`config.mk`:
```
export PLATFORM = sky130hd
export DESIGN_NAME = video_stream_packer
export DESIGN_NICKNAME = d
export VERILOG_FILES = /design/src/rtl/video_stream_pkg.sv /design/src/rtl/raster_counter.sv /design/src/rtl/video_stream_packer.sv
export SDC_FILE = /design/constraint.sdc
export NUM_CORES = 1
export LEC_CHECK = 0
export ABC_CLOCK_PERIOD_IN_PS = 1900
export BUFFER_PORTS_ARGS = -buffer_cell sky130_fd_sc_hd__buf_4
export CAP_MARGIN = 5
export CORE_UTILIZATION = 45
export DETAILED_ROUTE_END_ITERATION = 8
export GPL_TIMING_DRIVEN = 0
export PLACE_DENSITY = 0.73
export REMOVE_ABC_BUFFERS = 1
export SETUP_SLACK_MARGIN = 0.4
export SLEW_MARGIN = 10
export SYNTH_ARGS = -nofsm -noshare
export SYNTH_HDL_FRONTEND = slang
export SYNTH_SLANG_ARGS = --single-unit
```
`constraint.sdc`:
```
create_clock -name out_stream_aclk -period 1.9 [get_ports out_stream_aclk]
set_input_delay 0.38 -clock out_stream_aclk [delete_from_list [all_inputs] [get_ports out_stream_aclk]]
set_output_delay 0.38 -clock out_stream_aclk [all_outputs]
set_load 0.02 [all_outputs]
```
`src/rtl/video_stream_pkg.sv`:
```
// video_stream_pkg
// Shared definitions for the video stream packer:
//   - LAST_LINE / LAST_FRAME : encodings of the LAST_MODE parameter
//   - state_t                : packer control state (IDLE, RUN)
//   - clog2()                : counter width helper, never returns less than 1
package video_stream_pkg;

  localparam int LAST_LINE  = 0;  // tlast on the last beat of every line
  localparam int LAST_FRAME = 1;  // tlast on the last beat of the frame only

  typedef enum logic {
    IDLE = 1'b0,
    RUN  = 1'b1
  } state_t;

  // Width needed to hold 0..value-1. The minimum is 1 so that a degenerate
  // size such as one pixel per beat still yields a legal vector.
  function automatic int clog2(input int value);
    int w;
    w = 1;
    while ((1 << w) < value) w++;
    return w;
  endfunction

endpackage

```
`src/rtl/raster_counter.sv`:
```
// raster_counter
// Tracks the raster position of the current beat. x is measured in pixels
// and advances by STEP on every step pulse; it wraps at X_SIZE and then
// bumps y, which wraps at Y_SIZE.
// Ports:
//   clk, rst_n : clock, asynchronous active-low reset
//   step       : advance the position by one beat
//   x, y       : pixel column of the beat's first pixel, line number
//   eol        : current position is the last beat of its line
//   eof        : current position is the last beat of the frame
module raster_counter
  import video_stream_pkg::*;
#(
  parameter  int X_SIZE = 640,
  parameter  int Y_SIZE = 480,
  parameter  int STEP   = 4,
  localparam int X_W    = clog2(X_SIZE),
  localparam int Y_W    = clog2(Y_SIZE)
) (
  input  logic           clk,
  input  logic           rst_n,
  input  logic           step,
  output logic [X_W-1:0] x,
  output logic [Y_W-1:0] y,
  output logic           eol,
  output logic           eof
);

  assign eol = (x == X_W'(X_SIZE - STEP));
  assign eof = eol && (y == Y_W'(Y_SIZE - 1));

  // NOTE: clocked state is assigned with <= so every register samples the
  // pre-edge value of every other register, independent of statement order.
  always_ff @(posedge clk or negedge rst_n) begin
    if (!rst_n) begin
      x <= '0;
      y <= '0;
    end else if (step) begin
      if (eol) begin
        x <= '0;
        y <= eof ? '0 : y + 1'b1;
      end else begin
        x <= x + X_W'(STEP);
      end
    end
  end

endmodule

```
`src/rtl/video_stream_packer.sv`:
```
// video_stream_packer
// Packs PPB = DATA_W/PIX_W pixels (little-endian, lane 0 in the low bits)
// into each AXI4-Stream beat, marks start of frame with tuser and end of
// line/frame with tlast, and stalls the pixel source only when a completed
// beat cannot be handed downstream.
// Ports:
//   out_stream_aclk, axi_resetn : clock, asynchronous active-low reset
//   enable                      : permit a new frame to start
//   pix_tdata/tvalid/tready     : pixel input handshake
//   out_stream_tdata/tkeep/tuser/tlast/tvalid/tready : packed output stream
//   busy                        : a frame is in progress
//   frame_done                  : pulse after the final beat of a frame leaves
module video_stream_packer
  import video_stream_pkg::*;
#(
  parameter int X_SIZE    = 640,
  parameter int Y_SIZE    = 480,
  parameter int PIX_W     = 8,
  parameter int DATA_W    = 32,
  parameter int LAST_MODE = LAST_LINE
) (
  input  logic                out_stream_aclk,
  input  logic                axi_resetn,
  input  logic                enable,
  input  logic [PIX_W-1:0]    pix_tdata,
  input  logic                pix_tvalid,
  output logic                pix_tready,
  output logic [DATA_W-1:0]   out_stream_tdata,
  output logic [DATA_W/8-1:0] out_stream_tkeep,
  output logic                out_stream_tuser,
  output logic                out_stream_tlast,
  output logic                out_stream_tvalid,
  input  logic                out_stream_tready,
  output logic                busy,
  output logic                frame_done
);

  localparam int PPB    = DATA_W / PIX_W;
  localparam int LANE_W = clog2(PPB);
  localparam int X_W    = clog2(X_SIZE);
  localparam int Y_W    = clog2(Y_SIZE);
  localparam logic [LANE_W-1:0] LAST_LANE = LANE_W'(PPB - 1);

  if (DATA_W % PIX_W != 0) begin : g_chk_pix_w
    $error("PIX_W must divide DATA_W");
  end
  if (X_SIZE % PPB != 0) begin : g_chk_x_size
    $error("X_SIZE must be a multiple of the pixels per beat");
  end
  if (DATA_W % 8 != 0) begin : g_chk_data_w
    $error("DATA_W must be a multiple of 8");
  end

  state_t            state, state_nxt;
  logic [LANE_W-1:0] lane;
  logic [DATA_W-1:0] staging;
  logic [DATA_W-1:0] beat_data;
  logic              accept;
  logic              beat_load;
  logic              out_hs;
  logic              out_eof;
  logic [X_W-1:0]    x;
  logic [Y_W-1:0]    y;
  logic              eol;
  logic              eof;

  assign out_stream_tkeep = '1;
  assign busy             = (state == RUN);

  // Only the pixel that completes a beat needs the output register to be
  // free; the other lanes just fill the staging register.
  assign pix_tready = busy && ((lane != LAST_LANE) || !out_stream_tvalid || out_stream_tready);
  assign accept     = pix_tvalid && pix_tready;
  assign beat_load  = accept && (lane == LAST_LANE);
  assign out_hs     = out_stream_tvalid && out_stream_tready;

  raster_counter #(
    .X_SIZE (X_SIZE),
    .Y_SIZE (Y_SIZE),
    .STEP   (PPB)
  ) u_raster (
    .clk   (out_stream_aclk),
    .rst_n (axi_resetn),
    .step  (beat_load),
    .x     (x),
    .y     (y),
    .eol   (eol),
    .eof   (eof)
  );

  // The incoming pixel is the top lane of the beat, so it bypasses staging.
  // NOTE: every signal driven in always_comb gets a default first, so no
  // path through the block can leave it unassigned and infer a latch.
  always_comb begin
    beat_data                           = staging;
    beat_data[DATA_W-PIX_W +: PIX_W]    = pix_tdata;
  end

  always_comb begin
    state_nxt = state;
    unique case (state)
      IDLE:    if (enable) state_nxt = RUN;
      RUN:     if (beat_load && eof && !enable) state_nxt = IDLE;
      default: state_nxt = IDLE;
    endcase
  end

  always_ff @(posedge out_stream_aclk or negedge axi_resetn) begin
    if (!axi_resetn) begin
      state <= IDLE;
      lane  <= '0;
    end else begin
      state <= state_nxt;
      if (accept) lane <= (lane == LAST_LANE) ? '0 : lane + 1'b1;
    end
  end

  // NOTE: staging is a plain register rather than a RAM, so it takes the
  // async reset like everything else; a discarded partial frame leaves no
  // stale lanes behind.
  always_ff @(posedge out_stream_aclk or negedge axi_resetn) begin
    if (!axi_resetn) begin
      staging <= '0;
    end else if (accept && !beat_load) begin
      staging[lane*PIX_W +: PIX_W] <= pix_tdata;
    end
  end

  // A load in the same cycle as a handshake keeps tvalid high with new data.
  always_ff @(posedge out_stream_aclk or negedge axi_resetn) begin
    if (!axi_resetn) begin
      out_stream_tdata  <= '0;
      out_stream_tuser  <= 1'b0;
      out_stream_tlast  <= 1'b0;
      out_stream_tvalid <= 1'b0;
      out_eof           <= 1'b0;
      frame_done        <= 1'b0;
    end else begin
      frame_done <= out_hs && out_eof;
      if (beat_load) begin
        out_stream_tdata  <= beat_data;
        out_stream_tuser  <= (x == '0) && (y == '0);
        out_stream_tlast  <= (LAST_MODE == LAST_LINE) ? eol : eof;
        out_stream_tvalid <= 1'b1;
        out_eof           <= eof;
      end else if (out_hs) begin
        out_stream_tvalid <= 1'b0;
      end
    end
  end

endmodule

```
=== Word-level counts from Yosys, hierarchy flattened ===
Index checks and enable logic that the tools add are counted.

* Bitwise logic cells: 1
* Divide/modulo/power cells: 0
* Shifts and indexed selects: 2
* Reductions and logical operators: 19
* Multiply operators: 0
* Equal/unequal tests: 4
* Order comparisons: 0
* $add $sub $neg: 4
* Multiplexer cells: 9

{| class="wikitable"
|+ Operator list
! kind !! count
|-
| 5-bit negation with 34-bit output || 1
|-
| 8-bit by 34-bit variable shift with 32-bit output (first input constant) || 1
|-
| 8-bit by 34-bit variable part select with 32-bit output || 1
|-
| 32-bit bitwise mux || 1
|-
| 10-bit by 3-bit adder with 10-bit output (second input constant) || 1
|-
| 10-bit equality test (second input constant) || 1
|-
| 1-bit logical AND || 10
|-
| 10-bit logical NOT || 1
|-
| 10-bit 2-to-1 mux || 1
|-
| 9-bit by 1-bit adder with 9-bit output (second input constant) || 1
|-
| 9-bit equality test (second input constant) || 1
|-
| 9-bit logical NOT || 1
|-
| 9-bit 2-to-1 mux || 1
|-
| 1-bit 2-to-1 mux || 4
|-
| 1-bit logical NOT || 3
|-
| 2-bit by 1-bit adder with 2-bit output (second input constant) || 1
|-
| 2-bit equality test (second input constant) || 1
|-
| 1-bit logical OR || 2
|-
| 2-bit 2-to-1 mux || 1
|-
| 2-bit != test (second input constant) || 1
|-
| 1-bit one-hot mux with 2 select lines || 1
|-
| 2-bit AND reduction || 1
|-
| 2-bit nonzero test || 1
|-
| 1-bit NOT || 1
|}

* Memory bits (writable): 0
* Register bits after elaboration: 91
* Bits in latches: 0
* Word-level logic and storage cells: 50
* Memories kept: 0
* Bits in read-only memories: 0
* Output and inout bits: 42
* Input port bits: 13

=== Depth between registers and ports, before layout ===
* Depth in word-level cells: 10
* Mapped depth: 7
* Gate-level depth less buffers: 5

=== Cells and area by module ===
From an unflattened synthesis, not the netlist that was laid out.

* Cell total of the unflattened synthesis: 307
* Area, all modules: 3578.4 um^2

{| class="wikitable"
|+ By module, submodules not included
! module !! instances !! sequential area each (um^2) !! cells each !! area an instance (um^2)
|-
| video_stream_packer || 1 || 1601.5 || 218 || 2710.1
|-
| raster_counter || 1 || 425.4 || 89 || 868.3
|}

=== Worst setup path before layout ===
Ideal clock, no wire load.

* Path kind: register to register
* Start point: register lane[0]
* End point: register u_raster.x[9]
* Buffers on the path: 1
* Required time: 1760 ps
* Cell stages (with the launch flop): 7
* Arrival time: 1624 ps
* Slack: 136 ps
* Period minus slack after synthesis: 1764 ps
* Setup time: 140 ps
* Path through: dfrtp_1 ha_1 nand3_2 or4_4 buf_6 o311ai_0 o41ai_1

* Word-level cells in the longest chain between the ends: 6
* Elaborated cells on any way between the ends: 7
* Those cells by class: eq/ne: 2; reduce/logical: 5

{| class="wikitable"
|+ Ends and longest elaborated chain
! what !! line !! text
|-
| start: declaration || video_stream_packer.sv:55 || <nowiki>logic [LANE_W-1:0] lane;</nowiki>
|-
| start signal: assignment || video_stream_packer.sv:114 || <nowiki>if (accept) lane <= (lane == LAST_LANE) ? '0 : lane + 1'b1;</nowiki>
|-
| 2-bit != test || video_stream_packer.sv:72 || <nowiki>assign pix_tready = busy && ((lane != LAST_LANE) || !out_stream_tvalid || out_stream_tready);</nowiki>
|-
| 1-bit logical OR (2 in series) || video_stream_packer.sv:72 ||
|-
| 1-bit logical AND || video_stream_packer.sv:72 ||
|-
| 1-bit logical AND || video_stream_packer.sv:73 || <nowiki>assign accept = pix_tvalid && pix_tready;</nowiki>
|-
| 1-bit logical AND * || video_stream_packer.sv:74 || <nowiki>assign beat_load = accept && (lane == LAST_LANE);</nowiki>
|-
| end signal: assignment || raster_counter.sv:43 || <nowiki>x <= x + X_W'(STEP);</nowiki>
|-
| end: declaration || raster_counter.sv:23 || <nowiki>output logic [X_W-1:0] x,</nowiki>
|}

Every way passes the cells marked *; elsewhere a longest branch is shown, timed or not.
A chain may end at the register's enable or synchronous reset.

=== Worst setup path in the final report ===
* Start point: register lane[0]
* End point: output port pix_tready

* Word-level cells in the longest chain between the ends: 4

{| class="wikitable"
|+ Ends and longest elaborated chain
! what !! line !! text
|-
| 2-bit != test || video_stream_packer.sv:72 ||
|-
| 1-bit logical OR (2 in series) || video_stream_packer.sv:72 ||
|-
| 1-bit logical AND || video_stream_packer.sv:72 ||
|-
| end: declaration || video_stream_packer.sv:27 || <nowiki>output logic pix_tready,</nowiki>
|}

Every way passes these cells.

==> reports/qor.yml <==
hold_viol: 0
grt_usage_pct: 22.0
io_buffers: 50
worstSetupStartpoint: "lane[0]$_DFFE_PN0N_"
cp-start-kind: "flip-flop"
synthArstFlopShare_pct: 100
grt_pass1_wl_um: 14000
power_leakage_nw: 2.33
slew_headroom_pct: 32.3
num_rows: 31
ys_seq_area_share_pct: 57.6
path_class: "reg -> out"
cts_sinks: 81
initial_core_util_pct: 47.5
synthToLayoutAreaGrowth_pct: 36.5
fin_ws_ns: 0.150
drtIter0Drc: 167
final.min_clock_period_ns: 1.75
stdcell_area_um2: 4800
die_w_um: 90.4
worst_pin_slew_ns: 1.02
yosysWarningCount: 0
met1Wirelength_um: 3800
cts_tree: "built"
clk_path_buf_depth: 2
antenna_found_initial: 0
via_per_inst: 5.26
worstReg2RegStart: "lane[0]$_DFFE_PN0N_"
yosys_register_bits: 81
htree_num_levels: 3
grt_max_degree: 82
outcome: "complete, no violations"
io-pin-count: 55
grt_pass1_vias: 2873
critical_path.max_stage_delay_ns: 0.47
wl_met2_um: 4590
yosys_most_used_dff: "dfrtp_1"
root_buffer: "clkbuf_8"
place_ws_ns: -0.652
vias: 2952
fin_setup_tns_ns: 0
die_height_um: 90.4
p_per_area_nw_per_um2: 1390
timing.final.max_slew_violations: 0
required_ns: 1.52
grt_overflow: 0
path_clk_slew_ns: 0.09
yosysMostFrequentCell: "nand2_1"
cp.arrival_ns: 1.37
rrSetupSlack_ns: 0.18
r2r_cells: 5
drt_first_pass_iters: 4
finalWirelength_um: 8990
final_util_pct: 64.8
endpoint_kind: "primary output"
yosys-top-cells-count: "163 x nand2_1, 81 x dfrtp_1, 36 x o21ai_0"
synthCells: 376
min_path_type: "in -> async"
rsz0062_at_grt: "yes"
die-area_um2: 8170
finalSetupViolCount: 0
finalCritPeriodShare_pct: 92.1
rr_endpoint: "busy$_DFF_PN0_"
syn_avg_cell_area_um2: 9.35
gp_congestion: 0.797
max-cap-violations: 0
wl_per_cell_um: 16.0
ir_worst_vdd_v: 0.000569
synth_edf_count: 0
critical_path.top_delay_family: "flip-flops"
drive_above_1_share_pct: 36.6
antenna_cells: 0
clk_latency_ns: 0.36
dp_hpwl_um: 4770
cts-buffers-inserted: 9
path_cells: "ha_4, a21boi_2, buf_4"
yosysUniqueCellTypes: 43
ctsHoldBuffers: 0
ant_nets: 0
synthTopCellsByArea: "dfrtp_1 58%, nand2_1 17%, o21ai_0 5.1%"
path_buf_inv: 1
dr_wl_met3_um: 372
path_max_fanout: 5
syn_area_um2: 3520
fmax_mhz: 571
core_um2: 7410
cp_slowest_cell: "dfrtp_2"
synth_largest_area_cell: "dfrtp_1"
nets: 479
drcViolationCount: 0
finClkSkew_ns: 0.0132
dpl_cell_area_um2: 3950
synth_top_cell_area_share_pct: 57.6
top_layer_used: "met4"
## how the worst max path moves through the flow
stage	end	slack, ns	cells past startpoint
final	pix_tready	0.15	3
after global routing	staging[7]$_DFFE_PN0P_	0.11	5
after CTS	pix_tready	0.14	3
after detailed placement	u_raster.x[9]$_DFFE_PN0P_	-0.65	5
after global placement	u_raster.x[6]$_DFFE_PN0P_	-1.35	5
after floorplan	u_raster.x[6]$_DFFE_PN0P_	-0.57	5
## layout make-up
type                       instances  area [um^2]
clock buffer                       9          124
clock inverter                     7         83.8
fill                             547         2610
inverter                           7         30.0
multi-input combinational        278         1740
sequential                        81         2030
tap                               99          124
timing repair buffer              80          672
## where the power goes
part	switching [mW]	total [mW]	internal, mW	leakage [nW]
sequential	0.360	2.61	2.25	1.08
clock	0.693	1.33	0.632	0.103
combinational	1.56	2.75	1.19	1.14
## sequential cells by signal, indices dropped and copies added, names as in the netlist
signal,flops
busy,1
out_stream_tvalid,1
frame_done,1
lane,2
out_stream_tlast,1
u_raster.y,9
u_raster.x,8
out_eof,1
out_stream_tdata,32
staging,24
out_stream_tuser,1
## kinds of logic after synthesis
logic type | synth area share (%)
compound gates | 8.32
xor+xnor | 1.49
fa+ha+maj | 3.20
buf+inv | 3.24
flops | 57.6
other cells | 0.107
simple gates | 26.0
## worst reg2reg max path, stage by stage (launching register included)
cell and delay, ns:
dfrtp_2 0.45, ha_4 0.20, nand3_4 0.10, or4_4 0.62, o21ai_0 0.18, nand2b_1 0.07
## layer usage
| metal | vias to the layer above | global-route usage, % |
|---|---|---|
| met5 | - | 0 |
| met4 | 0 | 9.01 |
| met3 | 18 | 5.13 |
| met2 | 77 | 35.6 |
| met1 | 1458 | 28.5 |
| li1 | 1399 | - |
## layout by cell type (no fill, tap or decap), drive strengths merged, types with 4 or more instances in the layout
cell type	instances
nand2	163
dfrtp	81
buf	80
o21ai	40
inv	10
clkbuf	9
ha	9
nand3	8
nand4	6
xnor2	5
and3	5
conb	4
nor2	4
nor3b	4
## per-stage QoR
step                total power, mW  hold slack (ns)  instances
floorplan                      3.69           0.0844        363
global placement               4.40            0.449        512
detailed placement             4.48            0.454        512
CTS                            6.24            0.211        549
global route                   7.08            0.219        561
finish                         6.68            0.165        561
## what timing repair did
action,4_1_cts,5_1_grt
pin swaps,13,25
setup endpoints to repair,78,78
setup buffers,18,12
cloned,3,0
gates resized for setup,48,71
Note: power is estimated with default switching activity, not from simulation.
